`src/rtl/csa_seq_subtractor.sv`:
```
// Sequential carry-skip subtractor: diff = a - b - bin, one BLOCK-bit skip block per cycle.
// Latency: out_valid rises NB clock edges after the operand capture edge (2 at defaults).
// Backpressure: result is held while out_valid && !out_ready; in_ready stays low until release.
//
// Ports:
//   clk, rst_n            rising-edge clock, asynchronous active-low reset
//   in_valid / in_ready   operand handshake (a, b, bin captured on in_valid && in_ready)
//   a, b, bin             minuend, subtrahend, borrow-in
//   out_valid / out_ready result handshake
//   diff, bout            a - b - bin modulo 2^WIDTH, unsigned borrow-out
//   ovf                   signed overflow, present only when CSS_OVF_EN is defined
//
// Optional feature macro: CSS_OVF_EN (adds the ovf port and its logic).
module csa_seq_subtractor #(
  parameter int WIDTH = 8,
  parameter int BLOCK = 4
) (
  input  logic             clk,
  input  logic             rst_n,
  input  logic             in_valid,
  output logic             in_ready,
  input  logic [WIDTH-1:0] a,
  input  logic [WIDTH-1:0] b,
  input  logic             bin,
  output logic             out_valid,
  input  logic             out_ready,
  output logic [WIDTH-1:0] diff,
  output logic             bout
`ifdef CSS_OVF_EN
  ,
  output logic             ovf
`endif
);

  localparam int NB = WIDTH / BLOCK;
  localparam int KW = (NB > 1) ? $clog2(NB) : 1;
  localparam logic [KW-1:0]    KLAST = KW'(NB - 1);
  localparam logic [WIDTH-1:0] BMASK = WIDTH'({BLOCK{1'b1}});

  typedef enum logic [1:0] {
    IDLE = 2'd0,
    RUN  = 2'd1,
    DONE = 2'd2
  } state_t;

  state_t           state;
  logic [WIDTH-1:0] a_r;
  logic [WIDTH-1:0] b_r;
  logic [WIDTH-1:0] dw;      // working difference, slices filled in block order
  logic             c;       // running carry; borrow is its complement
  logic [KW-1:0]    k;

  // Current block datapath
  int               sh;
  logic [BLOCK-1:0] a_k;
  logic [BLOCK-1:0] nb_k;
  logic [BLOCK-1:0] p_k;
  logic [BLOCK:0]   sum_k;
  logic             cout_k;
  logic [WIDTH-1:0] dw_nxt;

  always_comb begin
    sh     = int'(k) * BLOCK;
    a_k    = BLOCK'(a_r >> sh);
    nb_k   = ~BLOCK'(b_r >> sh);
    p_k    = a_k ^ nb_k;
    sum_k  = {1'b0, a_k} + {1'b0, nb_k} + {{BLOCK{1'b0}}, c};
    // Skip path: when every bit propagates, the incoming carry passes straight through.
    cout_k = (&p_k) ? c : sum_k[BLOCK];
    dw_nxt = (dw & ~(BMASK << sh)) | (WIDTH'(sum_k[BLOCK-1:0]) << sh);
  end

  always_ff @(posedge clk or negedge rst_n) begin
    if (!rst_n) begin
      state     <= IDLE;
      in_ready  <= 1'b1;
      out_valid <= 1'b0;
      diff      <= '0;
      bout      <= 1'b0;
`ifdef CSS_OVF_EN
      ovf       <= 1'b0;
`endif
      a_r       <= '0;
      b_r       <= '0;
      dw        <= '0;
      c         <= 1'b0;
      k         <= '0;
    end else begin
      case (state)
        IDLE: begin
          // in_ready is always high in IDLE, so in_valid alone completes the handshake
          if (in_valid) begin
            a_r      <= a;
            b_r      <= b;
            c        <= ~bin;   // a - b - bin == a + ~b + ~bin
            k        <= '0;
            dw       <= '0;
            in_ready <= 1'b0;
            state    <= RUN;
          end
        end
        RUN: begin
          dw <= dw_nxt;
          c  <= cout_k;
          if (k == KLAST) begin
            // Outputs only change here, so they stay stable through RUN and DONE
            diff      <= dw_nxt;
            bout      <= ~cout_k;
`ifdef CSS_OVF_EN
            ovf       <= (a_r[WIDTH-1] != b_r[WIDTH-1]) &&
                         (dw_nxt[WIDTH-1] != a_r[WIDTH-1]);
`endif
            out_valid <= 1'b1;
            state     <= DONE;
          end else begin
            k <= k + 1'b1;
          end
        end
        DONE: begin
          if (out_ready) begin
            out_valid <= 1'b0;
            in_ready  <= 1'b1;
            state     <= IDLE;
          end
        end
        default: begin
          state     <= IDLE;
          in_ready  <= 1'b1;
          out_valid <= 1'b0;
        end
      endcase
    end
  end

endmodule

```
`config.mk`:
```
export PLATFORM = sky130hd
export DESIGN_NAME = csa_seq_subtractor
export DESIGN_NICKNAME = d
export VERILOG_FILES = /design/src/rtl/csa_seq_subtractor.sv
export SDC_FILE = /design/constraint.sdc
export NUM_CORES = 1
export LEC_CHECK = 0
export CORE_MARGIN = 1
export CORE_UTILIZATION = 51
export CTS_CLUSTER_DIAMETER = 150
export CTS_CLUSTER_SIZE = 12
export DETAILED_ROUTE_END_ITERATION = 8
export GPL_TIMING_DRIVEN = 0
export PLACE_DENSITY_LB_ADDON = 0.25
export SLEW_MARGIN = 20
export SYNTH_ARGS = -nofsm -noshare
export SYNTH_HDL_FRONTEND = slang
export SYNTH_SLANG_ARGS = --single-unit
```
`constraint.sdc`:
```
create_clock -name clk -period 2.6 [get_ports clk]
set_input_delay 0.39 -clock clk [delete_from_list [all_inputs] [get_ports clk]]
set_output_delay 0.39 -clock clk [all_outputs]
set_load 0.01 [all_outputs]
```
==> results of run 1 <==
## worst max-delay path, stage by stage, from the launching register on
cell and delay [ns]:
dfrtp_1 0.42, buf_2 0.28, mux2_2 0.40, fa_1 0.43
fa_1 0.42, xnor2_1 0.25, nor2_1 0.07, a21o_1 0.16
## metal layers
| layer | share of wire | routed length, µm | up-vias |
|---|---|---|---|
| li1 | - | - | 649 |
| met1 | 0.44 | 1530 | 627 |
| met2 | 0.50 | 1730 | 37 |
| met3 | 0.040 | 137 | 9 |
| met4 | 0.015 | 51 | 0 |
| met5 | 0 | 0 | - |
## sequential cells by signal, summed over array words and instances, names as in the netlist, named ones only
signal / count
dw: 4
a_r: 8
diff: 8
bout: 1
b_r: 8
in_ready: 1
out_valid: 1
k: 1
state: 2
## cells in the final DEF (no fill, tap or decap), drive strengths merged, types with 6 or more instances in the layout
master,n
buf,10
nand2,72
dfrtp,34
clkbuf,9
nand3,6
clkdlybuf4s50,30
## where the power goes
group / internal, mW / total, mW / leakage [nW] / switching [mW]
clock: 0.159 / 0.330 / 0.0386 / 0.171
combinational: 0.685 / 1.52 / 0.586 / 0.833
sequential: 0.794 / 0.932 / 0.436 / 0.138
total: 1.64 / 2.78 / 1.06 / 1.14
## per-stage QoR
step	setup WS, ns	utilization	area (µm²)	hold slack, ns	std cells
2_1_floorplan	0.319	-	1680	0.0944	172
3_3_place_gp	0.132	0.663	2040	0.457	247
3_5_place_dp	0.116	0.671	2060	0.352	248
4_1_cts	0.0901	0.696	2140	0.487	257
5_1_grt	0.00248	0.696	2140	0.514	257
6_report	0.0837	0.696	2140	0.484	257
## cell type report
cell class | count | area share
inverters | 2 | 0.00350
flip-flops and latches | 35 | 0.409
well taps | 44 | 0.0257
repair buffers | 33 | 0.160
multi-input cells | 126 | 0.343
plain buffers | 9 | 0.0263
clock buffers | 8 | 0.0321
## worst max path at each step
stage                     slack, ns  startpoint  cells past startpoint  endpoint
final                          0.08           k                      7   diff[6]
after global routing          0.002           k                      7   diff[6]
after CTS                      0.09           k                      7   diff[6]
after detailed placement       0.12           k                      7   diff[6]
after global placement         0.13           k                      7   diff[6]
after floorplan                0.32           k                      7   diff[6]
## cells by family (layout without fill, tap and decap cells)
family | after synthesis | in the layout | share of synthesized area
flops | 35 | 35 | 0.523
fa+ha+maj | 6 | 6 | 0.0537
mux | 8 | 8 | 0.0507
compound gates | 16 | 16 | 0.0717
simple gates | 95 | 95 | 0.257
buf+inv | 11 | 52 | 0.0381
xor+xnor | 1 | 1 | 0.00522
==> metrics.txt, run 1 <==
# TYPE chip_impl_metric gauge
chip_impl_metric{name="reg2reg_path_depth",unit=""} 7
chip_impl_metric{name="yosys.cell_types.count",unit=""} 33
chip_impl_info{name="run_status",value="completed"} 1
chip_impl_metric{name="antenna_cells_inserted",unit=""} 0
chip_impl_metric{name="synth_async_sr_flop_share",unit=""} 1.00
chip_impl_metric{name="layout.filler_cells",unit=""} 268
chip_impl_metric{name="count_of_nets_left_with_antenna_violations_after_detail_routing",unit=""} 0
chip_impl_metric{name="global_route.usage.met1",unit=""} 0.293
chip_impl_metric{name="starting_density_of_the_core",unit=""} 0.545
chip_impl_metric{name="regToRegSetupSlack",unit="ns"} 0.08
chip_impl_metric{name="timing.critical_path.fanout_max",unit=""} 10
chip_impl_metric{name="io_buffer_count",unit=""} 31
chip_impl_metric{name="power.static_leakage",unit="nW"} 1.06
chip_impl_metric{name="design.die.area",unit="µm²"} 3520
chip_impl_metric{name="post_drt_via_cell_ratio",unit=""} 5.14
chip_impl_metric{name="groute.layer.met2.usage",unit=""} 0.404
chip_impl_metric{name="required",unit="ns"} 2.84
chip_impl_info{name="rr_endpoint",value="diff[6]"} 1
chip_impl_metric{name="die_width",unit="µm"} 59.3
chip_impl_info{name="ctsRootBufferMaster",value="clkbuf_4"} 1
chip_impl_info{name="global_route.peak_usage_layer",value="met2"} 1
chip_impl_metric{name="design.final.nets",unit=""} 239
chip_impl_info{name="timing.hold.worst.class",value="reg2reg"} 1
chip_impl_info{name="netlist_top_cells_count",value="72 x nand2_1, 34 x dfrtp_1, 6 x buf_2"} 1
chip_impl_metric{name="maxCapViolCount",unit=""} 0
chip_impl_metric{name="dr.first_iter.drc_count",unit=""} 67
chip_impl_metric{name="grt_antenna_before_repair",unit=""} 0
chip_impl_metric{name="groute.usage.overall",unit=""} 0.241
chip_impl_metric{name="synth_cells",unit=""} 172
chip_impl_metric{name="final.period_utilization",unit=""} 0.968
chip_impl_metric{name="cts_hold_repair.buffers",unit=""} 1
chip_impl_metric{name="multiInputGateArea",unit="µm²"} 736
chip_impl_metric{name="wire_per_inst",unit="µm"} 13.4
chip_impl_metric{name="final_layout_size_suffix_gt1_frac",unit=""} 0.122
chip_impl_metric{name="num_io_pins",unit=""} 32
chip_impl_metric{name="max_freq",unit="MHz"} 397
chip_impl_info{name="grt_setup_unrepaired",value="no"} 1
chip_impl_metric{name="worstSkewPairLatency",unit="ns"} 0.34
chip_impl_info{name="synth_area_leaders",value="dfrtp_1 51%, nand2_1 16%, ha_1 3.0%, mux2_2 2.7%, fa_1 2.4%"} 1
chip_impl_info{name="dominantRegCellSynth",value="dfrtp_1"} 1
chip_impl_metric{name="post_syn_area_per_cell",unit="µm²"} 9.75
chip_impl_metric{name="timing.setup.tns",unit="ns"} 0
chip_impl_metric{name="grt_use_met3",unit=""} 0.0611
chip_impl_metric{name="fp.dieH",unit="µm"} 59.3
chip_impl_metric{name="clk_transition_reported_paths",unit="ns"} 0.10
chip_impl_metric{name="yosys.area.top_type_share",unit=""} 0.507
chip_impl_metric{name="synthesis.yosys.warnings",unit=""} 0
chip_impl_metric{name="final-seq-area",unit="µm²"} 877
chip_impl_metric{name="worst-endpoint-arrival",unit="ns"} 2.75
chip_impl_metric{name="setup_violations",unit=""} 0
chip_impl_metric{name="drt_pass1_iterations",unit=""} 6
chip_impl_metric{name="grt_overflow_total",unit=""} 0
chip_impl_metric{name="synth_sequential_area_ratio",unit=""} 0.523
chip_impl_metric{name="post-route-min-period",unit="ns"} 2.52
chip_impl_metric{name="cts_max_path_buffers",unit=""} 2
chip_impl_metric{name="global_route_wire_length_before_repair",unit="µm"} 6170
chip_impl_metric{name="postCtsSetupBuffers",unit=""} 0
chip_impl_metric{name="routed-via-count",unit=""} 1322
chip_impl_metric{name="vdd_drop_max",unit="V"} 0.000589
chip_impl_metric{name="detailed_place_hpwl",unit="µm"} 2630
chip_impl_metric{name="timing.final.max_slew_violations",unit=""} 0
chip_impl_info{name="synth_most_common_cell",value="nand2_1"} 1
chip_impl_info{name="endpoint_kind",value="flop"} 1
chip_impl_metric{name="ys_seq_elements",unit=""} 35
chip_impl_info{name="reg_to_reg_critical_path_startpoint",value="k"} 1
chip_impl_metric{name="cts_buffers",unit=""} 5
chip_impl_metric{name="total_power",unit="mW"} 2.78
chip_impl_metric{name="drc",unit=""} 0
chip_impl_metric{name="area_delta_synth_final",unit="%"} 27.8
chip_impl_metric{name="place_congestion",unit=""} 0.846
chip_impl_metric{name="power_density",unit="nW/µm²"} 1300
chip_impl_metric{name="cts_repair_resize_count",unit=""} 0
chip_impl_info{name="min_from",value="diff[2]"} 1
chip_impl_metric{name="wirelength",unit="µm"} 3450
chip_impl_info{name="critical_path_start_type",value="flop"} 1
chip_impl_info{name="timing.setup.critical_path_class",value="reg2reg"} 1
chip_impl_info{name="cts_tree",value="done"} 1
chip_impl_info{name="min_to",value="diff[2]"} 1
chip_impl_metric{name="hold_viol",unit=""} 0
chip_impl_metric{name="fin_worst_skew",unit="ns"} 0.00591
chip_impl_metric{name="vias_in_the_first_global_route",unit=""} 1372
chip_impl_metric{name="core_region_area",unit="µm²"} 3080
chip_impl_metric{name="mappedNetlistNets",unit=""} 199
chip_impl_metric{name="worst_slew_margin_rel",unit=""} 0.654
chip_impl_metric{name="max_slew.worst_pin.slew",unit="ns"} 0.518
chip_impl_metric{name="hold_path_cells",unit=""} 2
chip_impl_metric{name="cts.sinks",unit=""} 35
chip_impl_metric{name="placement_rows",unit=""} 20
chip_impl_metric{name="netlist_area",unit="µm²"} 1680
chip_impl_metric{name="grt_start_max_net_pins",unit=""} 20
chip_impl_metric{name="synth_edf_count",unit=""} 0
chip_impl_info{name="synthDominantAreaCellType",value="dfrtp_1"} 1
chip_impl_metric{name="total_number_of_h_tree_levels",unit=""} 2
Power figures use the tool's default switching activity.
==> inputs of run 2 (changes only) <==
--- a/config.mk
+++ b/config.mk
@@ -8,7 +8,6 @@
 export CORE_MARGIN = 1
 export CORE_UTILIZATION = 51
 export CTS_CLUSTER_DIAMETER = 150
-export CTS_CLUSTER_SIZE = 12
 export DETAILED_ROUTE_END_ITERATION = 8
 export GPL_TIMING_DRIVEN = 0
 export PLACE_DENSITY_LB_ADDON = 0.25
==> results of run 2 <==
Final layout, timing and power as in run 1 (identical DEF).
==> RTL edit (config.mk and constraints of run 2) <==
The 3 states of `state_t` get a one-hot encoding in 3 bits.
--- a/src/rtl/csa_seq_subtractor.sv
+++ b/src/rtl/csa_seq_subtractor.sv
@@ -39,6 +39,6 @@
 
-  typedef enum logic [1:0] {
-    IDLE = 2'd0,
-    RUN  = 2'd1,
-    DONE = 2'd2
+  typedef enum logic [2:0] {
+    IDLE = 3'b001,
+    RUN  = 3'b010,
+    DONE = 3'b100
   } state_t;
Check against the original RTL: no difference found for any inputs over 10 cycles, from zero or initial values and one cycle with rst_n low; not proved beyond that.
==> RTL edit against run 2 <==
  * Synthesized area grew 1.6%
  * Wire length shrank 9.9%
  * Sequential cell count grew 1
  * Final area grew 5.6%
  * Clock skew grew 0.015 ns
  * Power grew 8.1%
  * Worst setup slack gained 0.027 ns
  * Largest cell class unchanged
  * Highest routed layer unchanged
==> RTL edit: results (changes against run 2) <==
Drt
  • Drt via density: 5.29 (+2.8%)
  • DR WL/cell: 14.3 um (+6.2%)
  • First DRT Iteration DRCs: 38 (-43%)
  • DR pass1 iterations: 4 (-2)

Critical path
  • CP Capture Type: flop
  • Largest fanout on the critical path: 8 (-2)
  • FF-to-FF path depth: 9 (+2)
  • R2R Setup Slk: 0.11 ns (+0.03 ns)
  • Critical Path AT: 2.71 ns (-0.04 ns)
  • Launch point of the worst reg-to-reg path: k

Synthesis
  • Share of synthesized registers carrying an async set or reset: 100% (unchanged)
  • Complex-gate fraction of the synthesized area: 8.22% (+1.1 points)
  • Mux share of post-synthesis cell area: 20.4% (+15 points)
  • Yosys cell types: 33 (unchanged)
  • Syn Nets: 159 (-20%)
  • Xor and xnor area share after synthesis: 1.03% (+0.51 points)
  • Seq/Total Area, Yosys: 53.0% (+0.70 points)
  • Area contributors post-synth: dfrtp_1 50%, mux2_2 15%, mux2i_1 4.1%
  • Adder and majority gate portion of the synthesized area: 5.29% (-0.087 points)
  • Ys Warns: 0 (unchanged)

Power
  • Peak supply drop: 0.695 mV (+18%)
  • Static Leak: 1.00 nW (-5.7%)
  • Clk power: 590 uW (+79%)
  • Sw Ratio: 34.4% (-6.7 points)
  • Comb pwr share: 48.1% (-6.5 points)
  • Internal Power: 1.97 mW (+20%)

Run status
  • Status: completed

STA
  • Relative slew slack: 72.7% (+7.3 points)
  • Final worst path period share: 95.8% (-1.0 points)
  • Clk_skew: 0.0213 ns (+0.0154 ns)

Global route
  • Initial antenna violation count: 0 (unchanged)
  • All-Layer GR Usage: 20.4% (-3.7 points)
  • Largest net degree at the start of global routing: 22 (+10%)
  • Number of global-route vias before repair: 1182 (-14%)
  • First-pass GRT wire length: 5.19 mm (-16%)

Clock network
  • Clock Latency Late Sink: 0.35 ns
  • CTS clock-pin slew for the worst setup and hold paths: 0.12 ns (+0.02 ns)

Placed design
  • DP Worst Slack: -0.148 ns (-0.264 ns)
  • Gpl congestion: 0.750 (-11%)
  • Post-DP Area: 2090 um^2 (+1.3%)
  • Dpl hpwl: 2.32 mm (-12%)

Finish
  • Ratio of cells with drive above 1 in the final layout: 27.6% (+15 points)

Min path
  • Hold Crit Class: in2async
-- RTL edit: area by class of cell --
| type | instances | area, um^2 |
|---|---|---|
| flip-flops and latches | 36 | 905 |
| fillers | 235 | 840 |
| multi-input cells | 80 | 741 |
| repair buffers | 34 | 350 |
| clock inverters | 3 | 90.1 |
| well taps | 44 | 55.1 |
| plain buffers | 5 | 43.8 |
| inverters | 11 | 41.3 |
| clock buffers | 5 | 37.5 |
-- RTL edit: layer usage --
layer	part of all wire (%)	up-vias	track usage (%)
met4	1.3	0	7.97
met3	3.3	5	5.84
met5	0	-	0
met1	43	574	23.2
li1	-	551	-
met2	52	23	36.0
-- RTL edit: through the flow --
stage / hold WS (ns) / instances / TNS [ns]
6_report: 0.512 / 218 / 0
4_1_cts: 0.510 / 218 / 0
5_1_grt: 0.527 / 218 / 0
3_3_place_gp: 0.464 / 207 / -0.108
3_5_place_dp: 0.342 / 208 / -0.148
2_1_floorplan: 0.0944 / 132 / 0
-- RTL edit: critical path, cell delays in order (launching register included) --
cell      delay (ns)
dfrtp_2         0.40
buf_8           0.15
mux2i_4         0.24
inv_1           0.08
fa_1            0.41
fa_2            0.37
nor2b_1         0.11
o21ai_0         0.10
and3_1          0.19
a222oi_1        0.32
-- RTL edit: logic make-up (layout without fill, tap and decap cells) --
logic type	count (synthesis)	count (layout)
mux	31	31
buf+inv	16	58
xor+xnor	2	2
fa+ha+maj	6	6
simple gates	21	21
flops	36	36
compound gates	20	20
-- RTL edit: timing repair --
item | CTS | global route
gates resized for setup | 4 | 3
setup endpoints to repair | 2 | 1
hold buffers | 1 | 0
setup buffers | 1 | 0
hold endpoints to repair | 15 | 0
